--- src/rtl/timer_scheduler.sv ---
// Four-channel tick-based countdown timer. A free-running prescaler produces a
// tick; after each tick a 4-cycle sweep decrements one running channel per cycle.
module timer_scheduler #(
    parameter int PRESCALE = 50000
) (
    input  logic        clock,
    input  logic        rst,
    input  logic        cmd_valid,
    input  logic [1:0]  cmd_op,
    input  logic [1:0]  cmd_ch,
    input  logic [15:0] cmd_val,
    output logic        cmd_ready,
    output logic        tick,
    output logic [3:0]  busy,
    output logic [3:0]  done,
    output logic [3:0]  expire
);

    localparam int          NUM_CH        = 4;
    localparam logic [15:0] PRESCALE_LAST = 16'(PRESCALE - 1);

    localparam logic [1:0] OP_LOAD  = 2'b00;
    localparam logic [1:0] OP_STOP  = 2'b01;
    localparam logic [1:0] OP_CLEAR = 2'b10;

    typedef enum logic {
        ST_WAIT,
        ST_SWEEP
    } ctrl_state_t;

    typedef enum logic [1:0] {
        CH_IDLE,
        CH_RUN,
        CH_DONE
    } ch_state_t;

    // ------------------------------------------------------------------
    // Prescaler: tick is a decode of the counter, so it is low in reset.
    // ------------------------------------------------------------------
    logic [15:0] presc_reg;

    always_ff @(posedge clock or posedge rst) begin
        if (rst) begin
            presc_reg <= '0;
        end else if (presc_reg == PRESCALE_LAST) begin
            presc_reg <= '0;
        end else begin
            presc_reg <= presc_reg + 16'd1;
        end
    end

    assign tick = (presc_reg == PRESCALE_LAST);

    // ------------------------------------------------------------------
    // Control FSM: WAIT accepts commands, SWEEP visits slots 0..3.
    // ------------------------------------------------------------------
    ctrl_state_t ctrl_reg;
    logic [1:0]  slot_reg;
    logic        cmd_ready_reg;

    always_ff @(posedge clock or posedge rst) begin
        if (rst) begin
            ctrl_reg      <= ST_WAIT;
            slot_reg      <= 2'd0;
            cmd_ready_reg <= 1'b1;
        end else begin
            case (ctrl_reg)
                ST_WAIT: begin
                    if (tick) begin
                        ctrl_reg      <= ST_SWEEP;
                        slot_reg      <= 2'd0;
                        cmd_ready_reg <= 1'b0;
                    end
                end
                ST_SWEEP: begin
                    slot_reg <= slot_reg + 2'd1;
                    if (slot_reg == 2'd3) begin
                        ctrl_reg      <= ST_WAIT;
                        cmd_ready_reg <= 1'b1;
                    end
                end
                default: begin
                    ctrl_reg      <= ST_WAIT;
                    cmd_ready_reg <= 1'b1;
                end
            endcase
        end
    end

    assign cmd_ready = cmd_ready_reg;

    logic cmd_fire;
    logic sweep_active;

    assign cmd_fire     = cmd_valid && cmd_ready_reg;
    assign sweep_active = (ctrl_reg == ST_SWEEP);

    // ------------------------------------------------------------------
    // Channels. Commands and sweep slots never coincide because commands
    // are only accepted in WAIT.
    // ------------------------------------------------------------------
    logic [NUM_CH-1:0] expire_next;
    logic [NUM_CH-1:0] expire_reg;

    genvar gi;
    generate
        for (gi = 0; gi < NUM_CH; gi++) begin : g_ch
            ch_state_t   state_reg;
            ch_state_t   state_next;
            logic [15:0] count_reg;
            logic [15:0] count_next;
            logic        cmd_hit;
            logic        slot_hit;
            logic        ch_expire;

            assign cmd_hit  = cmd_fire && (cmd_ch == 2'(gi));
            assign slot_hit = sweep_active && (slot_reg == 2'(gi)) && (state_reg == CH_RUN);

            always_comb begin
                state_next = state_reg;
                count_next = count_reg;
                ch_expire  = 1'b0;
                if (cmd_hit) begin
                    case (cmd_op)
                        OP_LOAD: begin
                            if (cmd_val == 16'd0) begin
                                count_next = 16'd0;
                                state_next = CH_DONE;
                                ch_expire  = 1'b1;
                            end else begin
                                count_next = cmd_val;
                                state_next = CH_RUN;
                            end
                        end
                        OP_STOP: begin
                            state_next = CH_IDLE;
                        end
                        OP_CLEAR: begin
                            if (state_reg == CH_DONE) begin
                                state_next = CH_IDLE;
                            end
                        end
                        default: begin
                        end
                    endcase
                end else if (slot_hit) begin
                    // A running count is never 0, so anything <=1 is the last tick.
                    if (count_reg > 16'd1) begin
                        count_next = count_reg - 16'd1;
                    end else begin
                        count_next = 16'd0;
                        state_next = CH_DONE;
                        ch_expire  = 1'b1;
                    end
                end
            end

            always_ff @(posedge clock or posedge rst) begin
                if (rst) begin
                    state_reg <= CH_IDLE;
                    count_reg <= 16'd0;
                end else begin
                    state_reg <= state_next;
                    count_reg <= count_next;
                end
            end

            assign expire_next[gi] = ch_expire;
            assign busy[gi]        = (state_reg == CH_RUN);
            assign done[gi]        = (state_reg == CH_DONE);
        end
    endgenerate

    always_ff @(posedge clock or posedge rst) begin
        if (rst) begin
            expire_reg <= '0;
        end else begin
            expire_reg <= expire_next;
        end
    end

    assign expire = expire_reg;

endmodule
--- config.mk ---
export PLATFORM = sky130hd
export DESIGN_NAME = timer_scheduler
export DESIGN_NICKNAME = d
export VERILOG_FILES = /design/src/rtl/timer_scheduler.sv
export SDC_FILE = /design/constraint.sdc
export NUM_CORES = 1
export LEC_CHECK = 0
export CORE_MARGIN = 2
export CORE_UTILIZATION = 55
export CTS_BUF_LIST = sky130_fd_sc_hd__clkbuf_16
export CTS_CLUSTER_SIZE = 10
export DETAILED_ROUTE_END_ITERATION = 7
export GPL_ROUTABILITY_DRIVEN = 0
export PLACE_DENSITY = 0.75
export SLEW_MARGIN = 20
export SYNTH_ARGS = -nofsm -noshare
export SYNTH_HDL_FRONTEND = slang
export SYNTH_SLANG_ARGS = --single-unit
--- constraint.sdc ---
create_clock -name clock -period 8.67 [get_ports clock]
set_input_delay 1.734 -clock clock [delete_from_list [all_inputs] [get_ports clock]]
set_output_delay 1.734 -clock clock [all_outputs]
set_load 0.01 [all_outputs]
==> results of run 1 <==
[per-layer routing]
layer | global-route usage (%) | wire, µm | vias up
met3 | 4.722 | 1265 | 49
met5 | 0 | 0 | -
met4 | 13.55 | 573 | 0
li1 | - | - | 2588
met2 | 44.52 | 7300 | 270
met1 | 44.76 | 7513 | 2687
[Yosys cell counts (10+ instances only)]
library cell | n | share of area, %
nor3_1 | 26 | 2.2
nor2_1 | 45 | 2.8
o21ai_0 | 48 | 4.1
and3_1 | 16 | 1.7
nand3_1 | 24 | 2.0
a21oi_1 | 29 | 2.4
nor4_1 | 26 | 2.7
nor2b_1 | 12 | 1.3
dfrtp_1 | 95 | 40
a22o_1 | 15 | 2.2
o31ai_1 | 12 | 1.5
nand2_1 | 62 | 3.9
inv_1 | 27 | 1.7
nand4_1 | 12 | 1.3
a221o_1 | 11 | 1.9
a32oi_1 | 10 | 1.5
clkbuf_1 | 31 | 2.0
ha_1 | 16 | 3.4
[path summary, 6_finish.rpt]
path | from | endpoint | slack (ps) | depth (start not counted)
max | cmd_ch[0] | g_ch[3].count_reg[10]$_DFFE_PP0P_ | 4400 | 6
min | presc_reg[0]$_DFF_PP0_ | presc_reg[0]$_DFF_PP0_ | 500 | 1
max reg2reg | cmd_ready$_DFFE_PP1P_ | g_ch[3].count_reg[10]$_DFFE_PP0P_ | 5780 | 5
min reg2reg | presc_reg[0]$_DFF_PP0_ | presc_reg[0]$_DFF_PP0_ | 500 | 1
max in group asynchronous | rst | presc_reg[14]$_DFF_PP0_ | 5740 | 3
min in group asynchronous | rst | g_ch[2].count_reg[15]$_DFFE_PP0P_ | 1670 | 2
[per-stage QoR]
step | std cells | area [µm²] | util, % | hold WS [ps]
after floorplan | 672 | 5931 | - | 454.7
after global placement | 816 | 6382 | 61.27 | 473.5
after detailed placement | 816 | 6389 | 61.33 | 486.3
after CTS | 832 | 6685 | 64.18 | 496.7
after global routing | 832 | 6688 | 64.20 | 518.0
final | 832 | 6688 | 64.20 | 496.7
[power by group]
| part | leakage [nW] | switching (mW) | internal [mW] | total (mW) |
|---|---|---|---|---|
| clock network | 0.139 | 0.180 | 0.224 | 0.404 |
| registers | 1.28 | 0 | 0.448 | 0.448 |
| logic | 1.52 | 0.0277 | 0.0119 | 0.0397 |
| total | 2.93 | 0.208 | 0.683 | 0.891 |
[area by class of cell]
class,count,share of cell area [%]
Inverter,27,1.553
Timing Repair Buffer,43,6.174
Multi-Input combinational cell,514,49.35
Clock buffer,9,3.368
Clock inverter,7,1.066
Tap cell,136,2.544
Sequential cell,96,35.94
[cells by family after synthesis]
family                     Yosys count  share of synthesized area (%)
DFF                                 96                          40.53
and+or+nand+nor                    280                          25.44
xor gates and xnor gates            12                          1.772
adders and majority gates           16                          3.375
muxes                               10                          1.772
buffers and inverters               62                          4.156
AOI/OAI and AO/OA                  196                          22.95
[critical path: stages]
cell and delay, ps:
clkdlybuf4s50_1 610, nand3_1 140, nor2_1 820, a21o_1 620, o21ai_0 190, a221o_1 380
==> metrics.csv, run 1 <==
metric,value,unit
outcome,completed,
nets,730,
preCtsSetupSlack,4125,ps
setup.worst_path.class,in2reg,
antenna_left,0,
insertedDiodeCount,0,
slew_headroom,29.20,%
overflow,0,
finClkSkew,11.30,ps
yosysUniqueCellTypes,64,
total_power,891.2,µW
finalHoldViolCount,0,
grt_first_pass_wirelength,27730,µm
p_leak,2.934,nW
synthFlopType,dfrtp_1,
ir_drop,0.08768,mV
synth_cells,672,
mostFrequentLayoutCell,dfrtp_1,
synth_edf_count,0,
startpoint_type,input port,
final.period_utilization,49.19,%
clk_pin_slew,70,ps
clock_sinks,96,
slew_violations,0,
drt_iter0_drc,642,
maxCapViolCount,0,
coreArea,10420,µm²
die_x,107.8,µm
initial_core_util,56.94,%
synth_seq_area_share,40.53,%
required,8900,ps
first_pass_iters,5,
post-dp-hpwl,11260,µm
cts_tree,yes,
cts_hold_buf,0,
drive_gt1_share,6.034,%
worstMarginPinSlew,1058,ps
worst_ep_arrival_time,4500,ps
htree_levels,3,
fp-row-count,37,
post-route-min-period,4265,ps
synth.ff_latch_count,96,
setup_ws,4405,ps
end_kind,flip-flop,
finalWirelength,16650,µm
multi_input_comb_area,3301,µm²
avgSynthCellArea,8.825,µm²
syn_to_final_growth,12.76,%
powerDensity,133.3,nW/µm²
fill_cells,866,
design.die.area,11630,µm²
yosysWarnings,0,
clock_latency,350,ps
drt-wirelength-per-cell,20.02,µm
syn_nets,711,
final_cell_mix,"95 x dfrtp_1, 62 x nand2_1, 48 x o21ai_0",
grt_pass1_vias,5306,
path_max_fanout,20,
antenna_found_initial,0,
drc,0,
cts_made_buffers,9,
rsz0062_at_grt,false,
fmax,234.5,MHz
setup_viol,0,
io_buffers,36,
seqCellArea,2404,µm²
grt_max_degree,78,
synth_async_sr_flop_share,100.0,%
io_pins,37,
die_h,107.8,µm
syn_area,5931,µm²
clockRootBuffer,clkbuf_16,
vias,5594,
cts_resized,0,
largest_reg_flops,64,
hp-class,reg2reg,
clockBufferDepth,2,
final.setup.tns,0,ps
cts_setup_buffers,0,
track_usage,30.54,%
vias_per_cell,6.724,
Note: power is estimated with default switching activity, not from simulation.
==> run 2, diff against run 1 <==
==> constraint.sdc (replaced) <==
create_clock -name clock -period 4.2 [get_ports clock]
set_input_delay 0.84 -clock clock [delete_from_list [all_inputs] [get_ports clock]]
set_output_delay 0.84 -clock clock [all_outputs]
set_load 0.01 [all_outputs]
==> run 2 against run 1 <==
- final cell count up 0.84%
- clock skew down 6.7 ps
- register-to-register slack worse by 4400 ps
- clock power up 100%
- first-iteration DRC count down 21%
- critical path type is now reg2out
- non-clock buffer count up 7
- wire length up 0.35%
- largest power group unchanged
- sequential power up 110%
- core utilization up 0.35 points
- total power up 100%
- clock-buffer cell count unchanged
- flip-flop and latch count unchanged
==> metrics.csv, run 2 (synthesized netlist as in run 1, its figures left out) <==
metric,value,unit,change
worst-path-buf-inv,1,,unchanged
setup.worst_path.class,reg2out,,
fmax,336.1,MHz,
rsz0062_at_grt,false,,
slew_headroom,37.30,%,+8.1 points
vias_per_cell,6.701,,-0.34%
post-route-min-period,2975,ps,
grt_pass1_vias,5305,,-0.019%
cts_tree,yes,,
startpoint_type,flip-flop,,
clockRootBuffer,clkbuf_16,,
slew_violations,0,,unchanged
drt-wirelength-per-cell,19.92,µm,-0.48%
antenna_found_initial,0,,unchanged
clk_pin_slew,60,ps,about the same
largest_reg_flops,64,,unchanged
track_usage,30.15,%,-0.38 points
crit_end,tick,,
cts_setup_buffers,0,,unchanged
setup_ws,1225,ps,-3180 ps
slowest_stage,clkdlybuf4s50_1,,
ir_drop,0.1980,mV,+130%
first_pass_iters,5,,unchanged
finClkSkew,4.644,ps,-6.657 ps
post-dp-hpwl,11440,µm,+1.6%
overflow,0,,unchanged
reg2reg_to,g_ch[3].count_reg[9]$_DFFE_PP0P_,,
grt_max_degree,68,,-13%
clock_sinks,96,,unchanged
drc,0,,unchanged
antenna_left,0,,unchanged
htree_levels,3,,unchanged
final.period_utilization,70.83,%,
cpLargestDelayFamily,simple AND/OR/NAND/NOR gates,,
final_cell_mix,"95 x dfrtp_1, 62 x nand2_1, 48 x o21ai_0",,
r2r_setup_slack,1410,ps,-4370 ps
end_kind,primary output,,
drt_iter0_drc,507,,-21%
io_buffers,36,,unchanged
crit_path_max_incr_delay,610,ps,-210 ps
finalHoldViolCount,0,,unchanged
die_x,107.8,µm,unchanged
cp.depth,3,,-3
insertedDiodeCount,0,,unchanged
powerDensity,270.6,nW/µm²,+100%
cts_hold_buf,0,,unchanged
finalWirelength,16710,µm,+0.35%
initial_core_util,56.94,%,unchanged
setup_viol,0,,unchanged
design.die.area,11630,µm²,unchanged
hold_slack,484.9,ps,-11.77 ps
vias,5622,,+0.50%
p_leak,2.967,nW,+1.1%
grt_first_pass_wirelength,26920,µm,-2.9%
drive_gt1_share,6.686,%,+0.65 points
cp-startpoint,presc_reg[13]$_DFF_PP0_,,
die_h,107.8,µm,unchanged
nets,737,,+0.96%
io_pins,37,,unchanged
preCtsSetupSlack,980.1,ps,-3145 ps
path_cells,or3_1 -> nor4_2 -> clkdlybuf4s50_1,,
cts_made_buffers,9,,unchanged
outcome,completed,,
required,3360,ps,-5540 ps
fp-row-count,37,,unchanged
total_power,1.820,mW,+100%
post_dp_cell_area,6435,µm²,+0.72%
worstMarginPinSlew,940.6,ps,-117.6 ps
worst_ep_arrival_time,2140,ps,-2360 ps
clock_latency,360,ps,about the same
coreArea,10420,µm²,unchanged
hp-class,reg2reg,,
stdcell_area,6724,µm²,+0.54%
path_max_fanout,3,,-85%
mostFrequentLayoutCell,dfrtp_1,,
maxCapViolCount,0,,unchanged
cts_resized,0,,unchanged
final.setup.tns,0,ps,unchanged
syn_to_final_growth,13.38,%,
clockBufferDepth,2,,unchanged
r2r-start,g_ch[3].count_reg[6]$_DFFE_PP0P_,,
reg2reg_depth,5,,unchanged
-- run 2: cell types whose count changed in the layout (fill, tap and decap cells not counted), sizes merged --
cell and delta:
buf +7, clkinv +1, clkinvlp -1
-- run 2: power by group --
| group | internal (mW) | switching (mW) | total, mW |
|---|---|---|---|
| clock network | 0.456 | 0.357 | 0.813 |
| logic | 0.0253 | 0.0571 | 0.0824 |
| registers | 0.924 | 0 | 0.924 |
-- run 2: metrics by stage --
step | utilization (%) | instances
2_1_floorplan | - | 672
3_3_place_gp | 61.78 | 823
3_5_place_dp | 61.78 | 823
4_1_cts | 64.55 | 839
5_1_grt | 64.55 | 839
6_report | 64.55 | 839
-- run 2: layout make-up --
cell class	count	area [µm²]
clock buffers	9	225.2
clock inverters	7	63.81
fillers	873	3692
inverters	27	103.9
multi-input cells	514	3292
flip-flops and latches	96	2404
well taps	136	170.2
repair buffers	50	465.4
-- run 2: how the worst min path moves through the flow --
stage / from / to / slack [ps] / cells after the start
floorplan: presc_reg[0]$_DFF_PP0_ / presc_reg[0]$_DFF_PP0_ / 450 / 1
global placement: presc_reg[0]$_DFF_PP0_ / presc_reg[0]$_DFF_PP0_ / 470 / 1
detailed placement: presc_reg[0]$_DFF_PP0_ / presc_reg[0]$_DFF_PP0_ / 480 / 1
CTS: presc_reg[0]$_DFF_PP0_ / presc_reg[0]$_DFF_PP0_ / 490 / 1
global route: presc_reg[10]$_DFF_PP0_ / presc_reg[10]$_DFF_PP0_ / 520 / 1
finish: presc_reg[0]$_DFF_PP0_ / presc_reg[0]$_DFF_PP0_ / 480 / 1
-- run 2: metal layers --
layer  up-vias  track usage (%)  part of all wire [%]
li1       2614                -                     -
met1      2704            41.27                    42
met2       263            45.64                    45
met3        41            6.780                    10
met4         0            13.55                   3.1
met5         -                0                     0
